$ cat config.mk
export PLATFORM = sky130hd
export DESIGN_NAME = mac_seq
export DESIGN_NICKNAME = d
export VERILOG_FILES = /design/src/rtl/mac_pkg.sv /design/src/rtl/mac_seq.sv
export SDC_FILE = /design/constraint.sdc
export NUM_CORES = 1
export LEC_CHECK = 0
export CORE_ASPECT_RATIO = 0.75
export CORE_MARGIN = 2
export CORE_UTILIZATION = 42
export DETAILED_ROUTE_END_ITERATION = 8
export PLACE_DENSITY_LB_ADDON = 0.25
export SLEW_MARGIN = 10
export SYNTH_ARGS = -nofsm -noshare
export SYNTH_HDL_FRONTEND = slang
export SYNTH_SLANG_ARGS = --single-unit
$ cat constraint.sdc
create_clock -name clk -period 2.5 [get_ports clk]
set_clock_uncertainty 0.1 [all_clocks]
set_input_delay 0.5 -clock clk [delete_from_list [all_inputs] [get_ports clk]]
set_output_delay 0.5 -clock clk [all_outputs]
set_load 0.02 [all_outputs]
$ cat src/rtl/mac_pkg.sv
// mac_pkg -- shared definitions for the mac neuron core load sequencer.
//
// Contents:
//   MAC_NW / MAC_PW  : weights (and activations) per vector, and pointer width
//   MAC_DW / MAC_OW  : default byte width and accumulator width
//   mac_seq_state_e  : sequencer state encoding
//   ptr_onehot()     : one-hot decode of a weight pointer to ld1..ld4
package mac_pkg;

  localparam int MAC_NW = 4;
  localparam int MAC_PW = $clog2(MAC_NW);
  localparam int MAC_DW = 8;
  localparam int MAC_OW = 16;

  typedef enum logic [2:0] {
    S_CLEAR  = 3'd0,
    S_IDLE   = 3'd1,
    S_W_LD   = 3'd2,
    S_X_LD   = 3'd3,
    S_X_ACC  = 3'd4,
    S_SETTLE = 3'd5,
    S_RESULT = 3'd6
  } mac_seq_state_e;

  // Weight slot index -> one-hot load strobe vector (bit 0 = ld1).
  function automatic logic [MAC_NW-1:0] ptr_onehot(input logic [MAC_PW-1:0] ptr);
    ptr_onehot      = '0;
    ptr_onehot[ptr] = 1'b1;
  endfunction

endpackage

$ cat src/rtl/mac_seq.sv
// mac_seq -- load sequencer for the mac neuron core.
//
// Turns a host byte stream (weights / activations) into the core's one-hot
// load strobes, accumulate enables and reset. After the fourth activation it
// waits SETTLE cycles, captures the accumulator and offers it on a
// valid/ready result port.
//
// Optional feature macro: MAC_SEQ_RELU_EN -- when defined, the captured
// result is clamped to zero if the signed accumulator is negative.
//
// Ports:
//   clk, rst_n          : clock, asynchronous active-low reset
//   s_valid/s_ready     : host byte handshake
//   s_data, s_kind      : byte and its kind (1 = weight, 0 = activation)
//   r_valid/r_ready     : result handshake
//   r_data              : captured result, stable while r_valid
//   mac_in              : data to core, held until the next accepted byte
//   mac_ld, mac_ld1..4  : one-cycle activation / weight load strobes
//   mac_clken           : one-cycle accumulate enable
//   mac_rst             : active-high core reset
//   mac_out             : core accumulator
//
// All outputs come straight from flops; the next-cycle output values are
// decoded from the next state so strobes land in the state they belong to.
module mac_seq
  import mac_pkg::*;
#(
  parameter int DW     = MAC_DW,
  parameter int OW     = MAC_OW,
  parameter int SETTLE = 2
) (
  input  logic          clk,
  input  logic          rst_n,
  input  logic          s_valid,
  output logic          s_ready,
  input  logic [DW-1:0] s_data,
  input  logic          s_kind,
  output logic          r_valid,
  input  logic          r_ready,
  output logic [OW-1:0] r_data,
  output logic [DW-1:0] mac_in,
  output logic          mac_ld,
  output logic          mac_ld1,
  output logic          mac_ld2,
  output logic          mac_ld3,
  output logic          mac_ld4,
  output logic          mac_clken,
  output logic          mac_rst,
  input  logic [OW-1:0] mac_out
);

  localparam int                SCW         = 4;
  localparam logic [SCW-1:0]    SETTLE_LOAD = SCW'(SETTLE - 1);
  localparam logic [MAC_PW-1:0] X_LAST      = MAC_PW'(MAC_NW - 1);

  mac_seq_state_e    state_r;
  mac_seq_state_e    state_nx_s;
  logic [MAC_PW-1:0] w_ptr_r;
  logic [MAC_PW-1:0] w_ptr_nx_s;
  logic [MAC_PW-1:0] x_cnt_r;
  logic [MAC_PW-1:0] x_cnt_nx_s;
  logic [SCW-1:0]    settle_r;
  logic [SCW-1:0]    settle_nx_s;
  logic [DW-1:0]     mac_in_r;
  logic [DW-1:0]     mac_in_nx_s;
  logic [OW-1:0]     r_data_r;
  logic [OW-1:0]     r_data_nx_s;

  logic              s_ready_r;
  logic              r_valid_r;
  logic              ld_r;
  logic [MAC_NW-1:0] ldw_r;
  logic              clken_r;
  logic              mac_rst_r;

  // Result capture transform; the negative clamp only exists in the ReLU build.
  function automatic logic [OW-1:0] capture(input logic [OW-1:0] acc);
`ifdef MAC_SEQ_RELU_EN
    if (acc[OW-1]) begin
      capture = '0;
    end else begin
      capture = acc;
    end
`else
    capture = acc;
`endif
  endfunction

  // Next-state, counter and data-path logic.
  always_comb begin
    state_nx_s  = state_r;
    w_ptr_nx_s  = w_ptr_r;
    x_cnt_nx_s  = x_cnt_r;
    settle_nx_s = settle_r;
    mac_in_nx_s = mac_in_r;
    r_data_nx_s = r_data_r;
    case (state_r)
      S_CLEAR: begin
        w_ptr_nx_s  = '0;
        x_cnt_nx_s  = '0;
        settle_nx_s = '0;
        state_nx_s  = S_IDLE;
      end
      S_IDLE: begin
        if (s_valid) begin
          mac_in_nx_s = s_data;
          if (s_kind) begin
            state_nx_s = S_W_LD;
          end else begin
            state_nx_s = S_X_LD;
          end
        end else begin
          state_nx_s = S_IDLE;
        end
      end
      S_W_LD: begin
        // Pointer wraps, so a fifth weight overwrites slot 1.
        w_ptr_nx_s = w_ptr_r + MAC_PW'(1);
        state_nx_s = S_IDLE;
      end
      S_X_LD: begin
        state_nx_s = S_X_ACC;
      end
      S_X_ACC: begin
        x_cnt_nx_s = x_cnt_r + MAC_PW'(1);
        if (x_cnt_r == X_LAST) begin
          settle_nx_s = SETTLE_LOAD;
          state_nx_s  = S_SETTLE;
        end else begin
          state_nx_s  = S_IDLE;
        end
      end
      S_SETTLE: begin
        if (settle_r == '0) begin
          r_data_nx_s = capture(mac_out);
          state_nx_s  = S_RESULT;
        end else begin
          settle_nx_s = settle_r - SCW'(1);
        end
      end
      S_RESULT: begin
        if (r_ready) begin
          state_nx_s = S_CLEAR;
        end else begin
          state_nx_s = S_RESULT;
        end
      end
      default: begin
        state_nx_s = S_CLEAR;
      end
    endcase
  end

  // State, counters and data registers.
  always_ff @(posedge clk or negedge rst_n) begin
    if (!rst_n) begin
      state_r  <= S_CLEAR;
      w_ptr_r  <= '0;
      x_cnt_r  <= '0;
      settle_r <= '0;
      mac_in_r <= '0;
      r_data_r <= '0;
    end else begin
      state_r  <= state_nx_s;
      w_ptr_r  <= w_ptr_nx_s;
      x_cnt_r  <= x_cnt_nx_s;
      settle_r <= settle_nx_s;
      mac_in_r <= mac_in_nx_s;
      r_data_r <= r_data_nx_s;
    end
  end

  // Registered control outputs decoded from the next state (mutually exclusive).
  always_ff @(posedge clk or negedge rst_n) begin
    if (!rst_n) begin
      s_ready_r <= 1'b0;
      r_valid_r <= 1'b0;
      ld_r      <= 1'b0;
      ldw_r     <= '0;
      clken_r   <= 1'b0;
      mac_rst_r <= 1'b1;
    end else begin
      s_ready_r <= (state_nx_s == S_IDLE);
      r_valid_r <= (state_nx_s == S_RESULT);
      ld_r      <= (state_nx_s == S_X_LD);
      // w_ptr_r still holds the slot for this weight; it advances on leaving W_LD.
      ldw_r     <= (state_nx_s == S_W_LD) ? ptr_onehot(w_ptr_r) : '0;
      clken_r   <= (state_nx_s == S_X_ACC);
      mac_rst_r <= (state_nx_s == S_CLEAR);
    end
  end

  assign s_ready   = s_ready_r;
  assign r_valid   = r_valid_r;
  assign r_data    = r_data_r;
  assign mac_in    = mac_in_r;
  assign mac_ld    = ld_r;
  assign mac_ld1   = ldw_r[0];
  assign mac_ld2   = ldw_r[1];
  assign mac_ld3   = ldw_r[2];
  assign mac_ld4   = ldw_r[3];
  assign mac_clken = clken_r;
  assign mac_rst   = mac_rst_r;

endmodule

==> impl_metrics.sql <==
INSERT INTO impl_metrics (metric_group, metric, value, unit) VALUES
('cells_and_area', 'syn_to_final_growth', '38.8', '%'),
('route', 'drt-total-wl', '3910', 'um'),
('timing', 'rsz_0062_raised_after_global_routing', 'false', ''),
('synthesis', 'ys.warnings.count', '0', ''),
('synthesis', 'library_cells_used_by_synthesis', '36', ''),
('synthesis', 'post_synth_instance_area', '0.00195', 'mm^2'),
('global_routing', 'grt_start_max_net_pins', '45', ''),
('floorplanning', 'core-area', '0.00447', 'mm^2'),
('global_routing', 'global_route_usage_over_all_layers', '15.7', '%'),
('power_and_ir_drop', 'netSwitchingPower', '1.32', 'mW'),
('floorplanning', 'die_width', '82.7', 'um'),
('clocking', 'cts.hold.buffers_added', '0', ''),
('clocking', 'cts.clk_slew.worst_paths', '0.08', 'ns'),
('clocking', 'tritoncts_buffers', '5', ''),
('synthesis', 'portion_of_the_post_synthesis_area_used_by_sequential_elements', '56.5', '%'),
('power_and_ir_drop', 'worst_ir_drop_vdd', '0.620', 'mV'),
('cells_and_area', 'final-instance-count-excl-fill', '264', ''),
('floorplanning', 'dieHeight', '63', 'um'),
('synthesis', 'async_flop_share', '100', '%'),
('critical_path', 'crit-reg2reg-capture', 'r_data[1]', ''),
('clocking', 'postCtsSetupBuffers', '0', ''),
('synthesis', 'yosysTopAreaCellShare', '55.2', '%'),
('placed_design', 'placed_cells_incl_taps', '256', ''),
('hold_path', 'hold_class', 'input pin to asynchronous set/reset pin', ''),
('power_and_ir_drop', 'intPower', '2.31', 'mW'),
('global_routing', 'grt_remaining_overflow', '0', ''),
('floorplanning', 'initial_utilization', '43.6', '%'),
('timing', 'worst_pin_slew', '0.937', 'ns'),
('route', 'firstDrtPassIters', '6', ''),
('placed_design', 'post_detail_place_hpwl', '2860', 'um'),
('clocking', 'cts_tree', 'done', ''),
('clocking', 'clock_latency', '0.29', 'ns'),
('critical_path', 'crit_arrival', '2.20', 'ns'),
('synthesis', 'synth-edff-count', '0', ''),
('clocking', 'post_cts_resize_count', '0', ''),
('power_and_ir_drop', 'netSwitchingFraction', '36.5', '%'),
('synthesis', 'netlist_top_cells_area', 'sky130_fd_sc_hd__dfrtp_1 55%, sky130_fd_sc_hd__mux2_2 8.7%, sky130_fd_sc_hd__mux2_4 6.9%', ''),
('synthesis', 'ys_ff_latch', '44', ''),
('route', 'drtAntennaViolNets', '0', ''),
('timing', 'slew_viol_final', '0', ''),
('floorplanning', 'design.die.area', '0.00521', 'mm^2'),
('critical_path', 'crit_fanout', '17', ''),
('synthesis', 'yosys_most_used_dff', 'sky130_fd_sc_hd__dfrtp_1', ''),
('synthesis', 'synthesis.nets', '180', ''),
('power_and_ir_drop', 'clockPowerShare', '15.5', '%'),
('floorplanning', 'pin_count', '62', ''),
('route', 'via_per_inst', '5.07', ''),
('critical_path', 'rr_startpoint', 'settle_r[0]', ''),
('critical_path', 'timing.critical_path.to_type', 'flip-flop', ''),
('cells_and_area', 'finish.net_count', '242', ''),
('critical_path', 'worstRegToRegCells', '5', ''),
('cells_and_area', 'post_route_cells_drive_above_1_share', '20.8', '%'),
('outcome', 'outcome', 'completed', ''),
('power_and_ir_drop', 'p_total', '3.63', 'mW'),
('timing', 'max_fclk', '472', 'MHz'),
('critical_path', 'worst-endpoint-required', '2.58', 'ns'),
('clocking', 'cts.path.max_buffers', '2', ''),
('synthesis', 'synth_cells', '144', ''),
('cells_and_area', 'layout.core_utilization', '60.6', '%'),
('run', 'drv.max_cap_violation_count', '0', ''),
('power_and_ir_drop', 'p_leak', '1.19', 'nW'),
('synthesis', 'syn_avg_cell_area', '13.5', 'um^2'),
('power_and_ir_drop', 'share_seq_of_total_power', '35.1', '%'),
('timing', 'setup_viol', '0', ''),
('global_routing', 'vias_in_the_first_global_route', '1327', ''),
('timing', 'fin_hold_ws', '0.246', 'ns'),
('power_and_ir_drop', 'power.share.combinational', '49.4', '%'),
('critical_path', 'setup.worst_path.start_class', 'flip-flop', ''),
('timing', 'final.setup.tns', '0', 'ns'),
('global_routing', 'grt_pass1_wl', '6150', 'um'),
('critical_path', 'type_of_the_worst_setup_path', 'flip-flop to flip-flop', '');
[cell usage after synthesis (2+ instances only)]
cell type	n
sky130_fd_sc_hd__nor3b_1	2
sky130_fd_sc_hd__mux2_4	9
sky130_fd_sc_hd__nor3_1	4
sky130_fd_sc_hd__dfrtp_1	43
sky130_fd_sc_hd__and3_1	6
sky130_fd_sc_hd__inv_1	6
sky130_fd_sc_hd__clkbuf_1	3
sky130_fd_sc_hd__nand2_1	3
sky130_fd_sc_hd__o21ai_0	7
sky130_fd_sc_hd__buf_2	2
sky130_fd_sc_hd__nor2_1	4
sky130_fd_sc_hd__nand3_1	6
sky130_fd_sc_hd__ha_1	7
sky130_fd_sc_hd__mux2_2	15
sky130_fd_sc_hd__nand3b_1	2
sky130_fd_sc_hd__mux2i_1	2
sky130_fd_sc_hd__a31o_2	4
[power by group through the flow]
stage	clock (mW)	combinational, mW	sequential, mW
detailed placement	0	1.80	1.29
finish	0.561	1.79	1.27
floorplan	0	0.915	1.50
global placement	0	1.76	1.26
global route	0.613	1.92	1.31
CTS	0.581	1.81	1.28
[how the worst max path moves through the flow]
stage	slack (ns)	cells after the start	start	end
2_1_floorplan	0.57	6	settle_r[0]	r_data[0]
3_5_place_dp	0.32	3	s_valid	mac_in[5]
4_1_cts	0.38	5	settle_r[0]	r_data[3]
3_3_place_gp	0.36	3	s_valid	mac_in[2]
5_1_grt	0.26	5	settle_r[0]	r_data[3]
6_report	0.38	5	settle_r[0]	r_data[1]
[sequential cells by signal, summed over array words and instances, names as in the netlist]
register and count:
w_ptr_r 2, mac_ld 1, state_r 3, ldw_r 4, settle_r 4, mac_in 8, r_data 16, s_ready 1
mac_rst 1, x_cnt_r 2, r_valid 1, mac_clken 1
[placed cells by master (no fill, tap or decap), types with 2 or more instances in the layout]
| cell type | synthesis | routed |
|---|---|---|
| sky130_fd_sc_hd__clkdlybuf4s50_1 | 0 | 60 |
| sky130_fd_sc_hd__dfrtp_1 | 43 | 43 |
| sky130_fd_sc_hd__mux2_2 | 15 | 15 |
| sky130_fd_sc_hd__mux2_4 | 9 | 9 |
| sky130_fd_sc_hd__o21ai_0 | 7 | 7 |
| sky130_fd_sc_hd__ha_1 | 7 | 7 |
| sky130_fd_sc_hd__inv_1 | 6 | 6 |
| sky130_fd_sc_hd__and3_1 | 6 | 6 |
| sky130_fd_sc_hd__nand3_1 | 6 | 6 |
| sky130_fd_sc_hd__clkbuf_8 | 0 | 6 |
| sky130_fd_sc_hd__nor2_1 | 4 | 4 |
| sky130_fd_sc_hd__a31o_2 | 4 | 4 |
| sky130_fd_sc_hd__nor3_1 | 4 | 4 |
| sky130_fd_sc_hd__nand2_1 | 3 | 3 |
| sky130_fd_sc_hd__mux2i_1 | 2 | 2 |
| sky130_fd_sc_hd__nor3b_1 | 2 | 2 |
| sky130_fd_sc_hd__nand3b_1 | 2 | 2 |
[worst max-delay path, stage by stage, from the launching register on]
cell and delay, ns:
sky130_fd_sc_hd__dfrtp_1 0.42, sky130_fd_sc_hd__inv_1 0.12, sky130_fd_sc_hd__ha_1 0.20, sky130_fd_sc_hd__or3b_4 0.44, sky130_fd_sc_hd__nor2_8 0.33, sky130_fd_sc_hd__mux2_2 0.39
[metal layers]
| layer | global-route usage, % | wire length [um] | part of all wire [%] |
|---|---|---|---|
| met5 | 0 | 0 | 0 |
| met4 | 6.76 | 67 | 1.7 |
| met3 | 5.06 | 360 | 9.2 |
| met2 | 25.1 | 1740 | 45 |
| met1 | 19.3 | 1740 | 45 |
[cell families after synthesis]
kind of cell	share of synthesized area [%]
AOI/OAI and AO/OA	6.23
muxes	16.6
DFF	56.5
buffers and inverters	3.27
adders and majority gates	4.49
and+or+nand+nor	12.8
[cell type report]
| class | count | area [um^2] |
|---|---|---|
| Multi-Input combinational cell | 88 | 783 |
| Tap cell | 57 | 71.3 |
| Fill cell | 352 | 1760 |
| Inverter | 6 | 22.5 |
| Timing Repair Buffer | 61 | 606 |
| Sequential cell | 44 | 1100 |
| Clock buffer | 6 | 82.6 |
| Clock inverter | 2 | 38.8 |
[stage by stage]
step	setup WS, ns	cell area [um^2]
floorplan	0.571	1950
global placement	0.364	2580
detailed placement	0.322	2580
CTS	0.384	2710
global route	0.256	2710
finish	0.380	2710
No activity file was read; power rests on OpenSTA's default activity.
